### config.mk
export PLATFORM = sky130hd
export DESIGN_NAME = data_mem_access
export DESIGN_NICKNAME = d
export VERILOG_FILES = /design/src/rtl/data_mem_pkg.sv /design/src/rtl/data_mem_lane.sv /design/src/rtl/data_mem_access.sv
export SDC_FILE = /design/constraint.sdc
export NUM_CORES = 1
export LEC_CHECK = 0
export CORE_ASPECT_RATIO = 1.75
export CORE_MARGIN = 4
export CORE_UTILIZATION = 45
export CTS_CLUSTER_DIAMETER = 30
export CTS_CLUSTER_SIZE = 24
export DETAILED_ROUTE_END_ITERATION = 7
export GPL_TIMING_DRIVEN = 0
export PLACE_DENSITY = 0.74
export SLEW_MARGIN = 25
export SYNTH_ARGS = -nofsm -noshare
export SYNTH_HDL_FRONTEND = slang
export SYNTH_SLANG_ARGS = --single-unit
### constraint.sdc
create_clock -name clk -period 2.5 [get_ports clk]
set_input_delay 0.5 -clock clk [delete_from_list [all_inputs] [get_ports clk]]
set_output_delay 0.5 -clock clk [all_outputs]
set_load 0.01 [all_outputs]
### src/rtl/data_mem_pkg.sv
// rtl/data_mem_pkg.sv - size codes, FSM encoding and timeout width for data_mem_access
package data_mem_pkg;

    // Size codes shared by the load and store request fields
    localparam logic [1:0] SZ_NONE = 2'b00;
    localparam logic [1:0] SZ_BYTE = 2'b01;
    localparam logic [1:0] SZ_HALF = 2'b10;
    localparam logic [1:0] SZ_WORD = 2'b11;

    // Width of the m_ack wait counter; TIMEOUT_CYC must fit in it
    localparam int TMO_W = 8;

    typedef enum logic [2:0] {
        IDLE  = 3'd0,
        RD    = 3'd1,
        MERGE = 3'd2,
        WR    = 3'd3,
        DONE  = 3'd4
    } state_t;

    // Half on an odd byte, or word not on a 4-byte boundary
    function automatic logic misaligned(input logic [1:0] sz, input logic [1:0] lo);
        return ((sz == SZ_HALF) && lo[0]) || ((sz == SZ_WORD) && (lo != 2'b00));
    endfunction

endpackage

### src/rtl/data_mem_lane.sv
// rtl/data_mem_lane.sv - byte/half lane extract with sign extension and store merge
//
// Ports:
//   size_i    size code (SZ_BYTE/SZ_HALF/SZ_WORD)
//   addr_lo_i byte offset within the word (little-endian lanes)
//   rword_i   word read from memory
//   wdata_i   store data, byte/half taken from the low bits
//   ld_data_o sign-extended load result
//   st_word_o rword_i with the addressed byte/half replaced (whole wdata_i for a word)
module data_mem_lane
    import data_mem_pkg::*;
(
    input  logic [1:0]  size_i,
    input  logic [1:0]  addr_lo_i,
    input  logic [31:0] rword_i,
    input  logic [31:0] wdata_i,
    output logic [31:0] ld_data_o,
    output logic [31:0] st_word_o
);

    logic [7:0]  byte_v;
    logic [15:0] half_v;

    always_comb begin
        case (addr_lo_i)
            2'd0:    byte_v = rword_i[7:0];
            2'd1:    byte_v = rword_i[15:8];
            2'd2:    byte_v = rword_i[23:16];
            default: byte_v = rword_i[31:24];
        endcase
        // addr bit 0 is ignored for halves; the trap, when built in, catches it upstream
        half_v = addr_lo_i[1] ? rword_i[31:16] : rword_i[15:0];

        ld_data_o = rword_i;
        st_word_o = wdata_i;
        case (size_i)
            SZ_BYTE: begin
                ld_data_o = {{24{byte_v[7]}}, byte_v};
                st_word_o = rword_i;
                case (addr_lo_i)
                    2'd0:    st_word_o[7:0]   = wdata_i[7:0];
                    2'd1:    st_word_o[15:8]  = wdata_i[7:0];
                    2'd2:    st_word_o[23:16] = wdata_i[7:0];
                    default: st_word_o[31:24] = wdata_i[7:0];
                endcase
            end
            SZ_HALF: begin
                ld_data_o = {{16{half_v[15]}}, half_v};
                st_word_o = rword_i;
                if (addr_lo_i[1]) st_word_o[31:16] = wdata_i[15:0];
                else              st_word_o[15:0]  = wdata_i[15:0];
            end
            default: ;
        endcase
    end

endmodule

### src/rtl/data_mem_access.sv
// rtl/data_mem_access.sv - load/store unit driving a word-wide handshaked data memory
//
// Optional feature macro: MISALIGN_TRAP_EN (misaligned half/word -> err, no memory access).
// Ports:
//   clk, reset                 clock, synchronous active-high reset
//   req_valid, mem_read,
//   mem_write, addr, wdata     request side, sampled only while idle
//   busy, done, rdata, err     status and sign-extended load result
//   m_req, m_we, m_addr,
//   m_wdata, m_rdata, m_ack    word-wide memory handshake
module data_mem_access
    import data_mem_pkg::*;
#(
    parameter int MEM_AW      = 10,
    parameter int TIMEOUT_CYC = 255
) (
    input  logic              clk,
    input  logic              reset,
    input  logic              req_valid,
    input  logic [1:0]        mem_read,
    input  logic [1:0]        mem_write,
    input  logic [31:0]       addr,
    input  logic [31:0]       wdata,
    output logic              busy,
    output logic              done,
    output logic [31:0]       rdata,
    output logic              err,
    output logic              m_req,
    output logic              m_we,
    output logic [MEM_AW-1:0] m_addr,
    output logic [31:0]       m_wdata,
    input  logic [31:0]       m_rdata,
    input  logic              m_ack
);

`ifdef MISALIGN_TRAP_EN
    localparam logic TRAP_EN = 1'b1;
`else
    localparam logic TRAP_EN = 1'b0;
`endif

    localparam logic [TMO_W-1:0] TMO_LIM = TMO_W'(TIMEOUT_CYC);

    state_t             state_q, state_d;
    logic               is_load_q, is_load_d;
    logic [1:0]         size_q, size_d;
    logic [1:0]         addr_lo_q, addr_lo_d;
    logic [31:0]        wdata_q, wdata_d;
    logic [31:0]        word_q, word_d;
    logic [MEM_AW-1:0]  m_addr_q, m_addr_d;
    logic [31:0]        m_wdata_q, m_wdata_d;
    logic [TMO_W-1:0]   cnt_q, cnt_d;
    logic               err_pend_q, err_pend_d;
    logic               done_q, done_d;
    logic               err_q, err_d;
    logic [31:0]        rdata_q, rdata_d;
    logic [31:0]        ld_data, st_word;
    logic [TMO_W-1:0]   cnt_inc;
    logic               unused_addr;

    assign unused_addr = ^addr[31:MEM_AW+2];

    data_mem_lane u_lane (
        .size_i    (size_q),
        .addr_lo_i (addr_lo_q),
        .rword_i   (word_q),
        .wdata_i   (wdata_q),
        .ld_data_o (ld_data),
        .st_word_o (st_word)
    );

    assign cnt_inc = cnt_q + 8'd1;

    always_comb begin
        state_d    = state_q;
        is_load_d  = is_load_q;
        size_d     = size_q;
        addr_lo_d  = addr_lo_q;
        wdata_d    = wdata_q;
        word_d     = word_q;
        m_addr_d   = m_addr_q;
        m_wdata_d  = m_wdata_q;
        cnt_d      = cnt_q;
        err_pend_d = err_pend_q;
        done_d     = 1'b0;
        err_d      = 1'b0;
        rdata_d    = rdata_q;

        case (state_q)
            IDLE: begin
                if (req_valid) begin
                    is_load_d  = (mem_read != SZ_NONE);
                    size_d     = (mem_read != SZ_NONE) ? mem_read : mem_write;
                    addr_lo_d  = addr[1:0];
                    wdata_d    = wdata;
                    m_addr_d   = addr[MEM_AW+1:2];
                    cnt_d      = '0;
                    err_pend_d = 1'b0;
                    if ((mem_read == SZ_NONE) == (mem_write == SZ_NONE)) begin
                        err_pend_d = 1'b1;
                        state_d    = DONE;
                    end else if (TRAP_EN && misaligned(size_d, addr[1:0])) begin
                        err_pend_d = 1'b1;
                        state_d    = DONE;
                    end else if (mem_write == SZ_WORD) begin
                        m_wdata_d = wdata;
                        state_d   = WR;
                    end else begin
                        state_d = RD;
                    end
                end
            end
            RD: begin
                // ack beats a timeout reached in the same cycle
                if (m_ack) begin
                    word_d  = m_rdata;
                    state_d = is_load_q ? DONE : MERGE;
                end else begin
                    cnt_d = cnt_inc;
                    if (cnt_inc == TMO_LIM) begin
                        err_pend_d = 1'b1;
                        state_d    = DONE;
                    end
                end
            end
            MERGE: begin
                m_wdata_d = st_word;
                cnt_d     = '0;
                state_d   = WR;
            end
            WR: begin
                if (m_ack) begin
                    state_d = DONE;
                end else begin
                    cnt_d = cnt_inc;
                    if (cnt_inc == TMO_LIM) begin
                        err_pend_d = 1'b1;
                        state_d    = DONE;
                    end
                end
            end
            DONE: begin
                done_d  = 1'b1;
                err_d   = err_pend_q;
                if (is_load_q && !err_pend_q) rdata_d = ld_data;
                state_d = IDLE;
            end
            default: state_d = IDLE;
        endcase
    end

    always_ff @(posedge clk) begin
        if (reset) begin
            state_q    <= IDLE;
            is_load_q  <= 1'b0;
            size_q     <= SZ_NONE;
            addr_lo_q  <= 2'b00;
            wdata_q    <= '0;
            word_q     <= '0;
            m_addr_q   <= '0;
            m_wdata_q  <= '0;
            cnt_q      <= '0;
            err_pend_q <= 1'b0;
            done_q     <= 1'b0;
            err_q      <= 1'b0;
            rdata_q    <= '0;
        end else begin
            state_q    <= state_d;
            is_load_q  <= is_load_d;
            size_q     <= size_d;
            addr_lo_q  <= addr_lo_d;
            wdata_q    <= wdata_d;
            word_q     <= word_d;
            m_addr_q   <= m_addr_d;
            m_wdata_q  <= m_wdata_d;
            cnt_q      <= cnt_d;
            err_pend_q <= err_pend_d;
            done_q     <= done_d;
            err_q      <= err_d;
            rdata_q    <= rdata_d;
        end
    end

    assign busy    = (state_q != IDLE);
    assign m_req   = (state_q == RD) || (state_q == WR);
    assign m_we    = (state_q == WR);
    assign m_addr  = m_addr_q;
    assign m_wdata = m_wdata_q;
    assign done    = done_q;
    assign err     = err_q;
    assign rdata   = rdata_q;

endmodule
Yosys cells after proc, flatten, opt, wreduce, memory -nomap -nowiden
Index checks and enable logic that the tools add are counted.
Widths: inputs -> output; s select.
{ "op_classes": {"addsub": 1, "n_eq_ne": 16, "muxes": 32, "bitwise": 1, "n_reduce_logical": 21} }
{ "op_table": {"columns": ["cell", "count"], "rows": [
  ["$pmux 32 s2", 3],
  ["$mux 32", 3],
  ["$mux 16", 3],
  ["$mux 8", 6],
  ["$pmux 8 s3", 2],
  ["$mux 3", 6],
  ["$pmux 3 s4", 1],
  ["$add 8x1->8 const B", 1],
  ["$eq 8x8->1 const B", 1],
  ["$ne 2x2->1 const B", 4],
  ["$reduce_and 4->1", 2],
  ["$eq 2x2->1 const B", 3],
  ["$eq 3x2->1 const B", 2],
  ["$logic_not 2->1", 3],
  ["$reduce_and 2->1", 3],
  ["$reduce_bool 2->1", 3],
  ["$reduce_bool 3->1", 2],
  ["$mux 1", 5],
  ["$eq 2x1->1 const B", 2],
  ["$mux 2", 2],
  ["$reduce_or 2->1", 2],
  ["$eq 3x1->1 const B", 1],
  ["$eq 3x3->1 const B", 1],
  ["$logic_not 3->1", 1],
  ["9 further kinds", 9]
]} }
{ "totals": {"register_bits": 157, "out_inout_bits": 79} }

Longest topological paths before layout
{ "logic_depth": {"word_depth": 5, "ltp_mapped": 9, "depth_no_buf": 7} }

Modules after synthesis
A second synthesis with hierarchy kept.
{ "unflattened": {"hier_cells": 975, "hier_area_um2": 7812.5} }
{ "by_module_without_submodules": {"columns": ["mod", "instances", "cells_each", "area_per_inst_um2", "seq_area_each_um2"], "rows": [
  ["data_mem_access", 1, 731, 6238.5, 3143.0],
  ["data_mem_lane", 1, 244, 1574.0, 0.0]
]} }

Least setup slack after synthesis
Ideal clock, no wire load.
{ "synth_timing": {"path_kind": "register to register", "start": "register size_q[0]", "end": "register rdata_q[21] (netlist: rdata[21])", "setup_time_ps": 151, "arrival_time_ps": 1655, "path_slack_ps": 695, "path_stages_with_launch": 7, "cell_sequence": "dfxtp_1 > inv_1 > ha_1 > buf_2 > clkbuf_1 > clkbuf_1 > a311oi_2"} }
{ "synth_via": {"elab_chain_cells": 2, "elab_cells_between_ends": 3} }
{ "synth_lines": {"columns": ["element", "line", "text"], "rows": [
  ["start: declaration", "data_mem_access.sv:46", "logic [1:0] size_q, size_d;"],
  ["start signal: assignment", "data_mem_access.sv:170", "size_q <= size_d;"],
  ["$eq 2x2->1 / $eq 2x1->1 (equally long branches)", "data_mem_lane.sv:36", "case (size_i)"],
  ["$pmux 32 s2 (*)", "data_mem_lane.sv:36", null],
  ["end signal: assignment", "data_mem_access.sv:180", "rdata_q <= rdata_d;"],
  ["end: declaration", "data_mem_access.sv:56", "logic [31:0] rdata_q, rdata_d;"]
]} }
Every way passes the cells marked *; elsewhere a longest branch is shown, timed or not.
A chain may end at the register's enable or synchronous reset.

Worst setup path in the final report
{ "layout_timing": {"start": "input port reset", "end": "register wdata_q[17]"} }
{ "layout_lines": {"columns": ["element", "line", "text"], "rows": [
  ["start: declaration", "data_mem_access.sv:18", "input logic reset,"],
  ["end signal: assignment", "data_mem_access.sv:172", "wdata_q <= wdata_d;"],
  ["end: declaration", "data_mem_access.sv:48", "logic [31:0] wdata_q, wdata_d;"]
]} }
No word-level cell between the ends.

==> reports/results.tsv <==
stage	metric	value	unit
logic_synthesis	synth_top_family_by_area	compound AO/OA/AOI/OAI gates	
finish	fin_area	9720	um2
routing	drc_errors	0	
worst_setup_path	cp.arrival	2660	ps
worst_setup_path	path_class	primary input to flop	
place	dp_hpwl	20100	um
logic_synthesis	synthSimpleGateAreaFrac	21.4	%
die	coreArea	15900	um2
worst_setup_path	cp_max_fo	10	
sta	slew_headroom	53.5	%
finish	utilization	61.2	%
clock_tree	cts_num_sinks	157	
logic_synthesis	synth_area_leader_cell	dfxtp_1	
clock_tree	clkTransAtPathRegs	60	ps
clock_tree	clkLatencyLatePin	430	ps
logic_synthesis	syn_inst	905	
routing	routed_wl	25800	um
routing	met2_length	13700	um
logic_synthesis	synth.most_common_cell	nand2_1	
hold_path	worstHoldPathType	flop to flop	
worst_setup_path	end_kind	flop	
pwr	powerDensity	673	nW/um2
routing	dr.pass1.iters	6	
grt	antenna_found_initial	1	
grt	track_usage	27.7	%
worst_setup_path	critPathCapture	wdata_q[17]	
run_status	status	completed	
die	num_rows	61	
routing	drt-met1-wl	9120	um
logic_synthesis	syn_nets	1013	
sta	setup_viol	0	
finish	nets	1194	
grt	grt_pass1_vias	7387	
clock_tree	htreeDepth	4	
clock_tree	root_buffer	clkbuf_16	
logic_synthesis	yosysSeqAreaShare	43.2	%
logic_synthesis	avgSynthCellArea	8.05	um2
sta	rsz0062_at_grt	false	
routing	wl_met3	1550	um
sta	hold_viol_final	0	
logic_synthesis	synth_compound_area_share	25.2	%
routing	top_layer	met4	
logic_synthesis	netlist_top_cells_area	dfxtp_1 43%, nand2_1 8.2%, a21oi_1 7.7%	
sta	fin_crit	2380	ps
logic_synthesis	synth_common_cells	159 x nand2_1, 157 x dfxtp_1, 112 x a21oi_1	
grt	grt_max_degree	17	
routing	vias	7514	
place	gp_congestion	1.07	
clock_tree	ctsHoldBuffers	0	
pwr	p_leak	0.00340	uW
logic_synthesis	synth_fa_ha_area_share	0.687	%
grt	grt.overflow.total	0	
worst_setup_path	critPathLaunch	reset	
routing	wl_per_cell	20.0	um
worst_setup_path	ff2ff_setup_slack	240	ps
clock_tree	clk_path_buf_depth	2	
worst_setup_path	startpoint_type	primary input	
routing	routed_via_density	5.83	
logic_synthesis	ys_seq_elements	157	
die	io_pins	183	
logic_synthesis	synth_area	7280	um2
logic_synthesis	synthXorXnorAreaFrac	0.481	%
sta	max_freq	420	MHz
sta	finalMaxSlewViolations	0	
die	die_w	104	um
hold_path	min-delay-start	wdata_q[20]	
sta	tightest_slew	698	ps
routing	ant_nets	0	
finish	drive_above_1_share	9.10	%
logic_synthesis	synth_edf_count	0	
logic_synthesis	synthFlopType	dfxtp_1	
logic_synthesis	muxShareOfSynthArea	2.51	%
finish	area_growth	33.5	%
logic_synthesis	synthArstFlopShare	0	%
clock_tree	cts_tree	built	
sta	finClkSkew	10.3	ps
die	dieArea	18400	um2
sta	fin_crit_sh	95.3	%
place	io_buffers	162	
worst_setup_path	reg2reg_to	m_wdata[11]	
clock_tree	cts-buffers-inserted	17	
worst_setup_path	critical_path_required	2780	ps
worst_setup_path	r2r-start	size_q[0]	
place	placement.cell_area	9140	um2
logic_synthesis	synth_warnings	0	
grt	grt_pass1_wl	39500	um
die	fp.dieH	176	um
job	drv_cap	0	
logic_synthesis	synth.top_cell.area_share	43.2	%
die	start_util	45.9	%
pwr	peakVddDrop	0.000428	V
worst_setup_path	rr_worst_depth	7	
routing	drtIter0Drc	459	
logic_synthesis	synth_cell_type_count	56	
==> cells in the final DEF, fill, tap and decap left out, types with 5 or more instances in the layout <==
cell	instances
clkbuf_16	17
a311oi_2	10
o41ai_1	7
a22o_1	8
nor4b_1	8
and3_1	18
a21oi_1	112
clkbuf_1	41
mux2i_1	7
a211oi_1	27
nor3_1	33
o21ai_0	21
clkdlybuf4s50_1	162
buf_2	29
clkinvlp_4	5
nand3_1	7
a2bb2oi_1	7
a21boi_0	8
dfxtp_1	157
nor2_1	87
inv_1	32
a311oi_1	8
nand2_1	159
mux2_2	8
a22oi_1	8
a221oi_1	33
nand3b_1	9
==> report_power, final <==
part           switching [uW]  leakage [uW]  internal [uW]
Sequential                128       0.00128           2650
Clock                    1070      0.000265           1430
Combinational             737       0.00185            522
==> how the worst min path moves through the flow <==
stage / to / slack, ps / depth (start not counted)
final: wdata_q[20] / 450 / 2
after global routing: m_addr[8] / 470 / 2
after CTS: wdata_q[18] / 450 / 2
after detailed placement: wdata_q[16] / 440 / 2
after global placement: wdata_q[17] / 440 / 2
after floorplan: wdata_q[16] / 430 / 2
==> timing repair <==
item	CTS	global route
gates resized for setup	0	4
hold endpoints to repair	0	0
setup endpoints to repair	0	13
setup buffers	0	0
==> critical path, cell delays in order <==
cell and delay (ps):
clkdlybuf4s50_1 510, clkbuf_1 550, clkbuf_1 460, clkbuf_1 550, a21oi_1 80
==> cell type report <==
| cell class | count | area [um2] |
|---|---|---|
| Fill cell | 1486 | 6160 |
| Clock inverter | 12 | 113 |
| Antenna cell | 1 | 2.50 |
| Buffer | 77 | 357 |
| Multi-Input combinational cell | 638 | 3670 |
| Inverter | 33 | 124 |
| Timing Repair Buffer | 162 | 1620 |
| Sequential cell | 157 | 3140 |
| Clock buffer | 20 | 457 |
| Tap cell | 189 | 236 |
==> layer usage <==
| layer | track usage, % | vias up |
|---|---|---|
| met5 | 0 | - |
| met4 | 15.6 | 0 |
| met3 | 5.42 | 93 |
| met2 | 51.6 | 362 |
| met1 | 28.7 | 3485 |
| li1 | - | 3574 |
==> sequential cells by signal (all words and copies together) (netlist names) <==
register,flops
wdata_q,32
m_wdata,32
err_pend_q,1
state_q,3
rdata,32
is_load_q,1
size_q,2
err,1
addr_lo_q,2
cnt_q,8
m_addr,10
done,1
word_q,32
==> kinds of logic (layout without fill, tap and decap cells) <==
logic type | after synthesis | count (layout)
compound gates | 267 | 267
flops | 157 | 157
xor+xnor | 4 | 4
other cells | 0 | 1
mux | 16 | 16
fa+ha+maj | 4 | 4
buf+inv | 110 | 304
simple gates | 347 | 347
==> metrics by stage <==
step                hold slack [ps]  instances  setup WS [ps]  TNS, ps  power, uW
CTS                             451       1288            117        0       6540
detailed placement              442       1256           -347   -18200       4070
finish                          452       1289            119        0       6540
global route                    471       1289           4.04        0       6780
floorplan                       432        905            695        0       3490
global placement                438       1256           -298   -14250       4050
No activity file was read; power rests on OpenSTA's default activity.
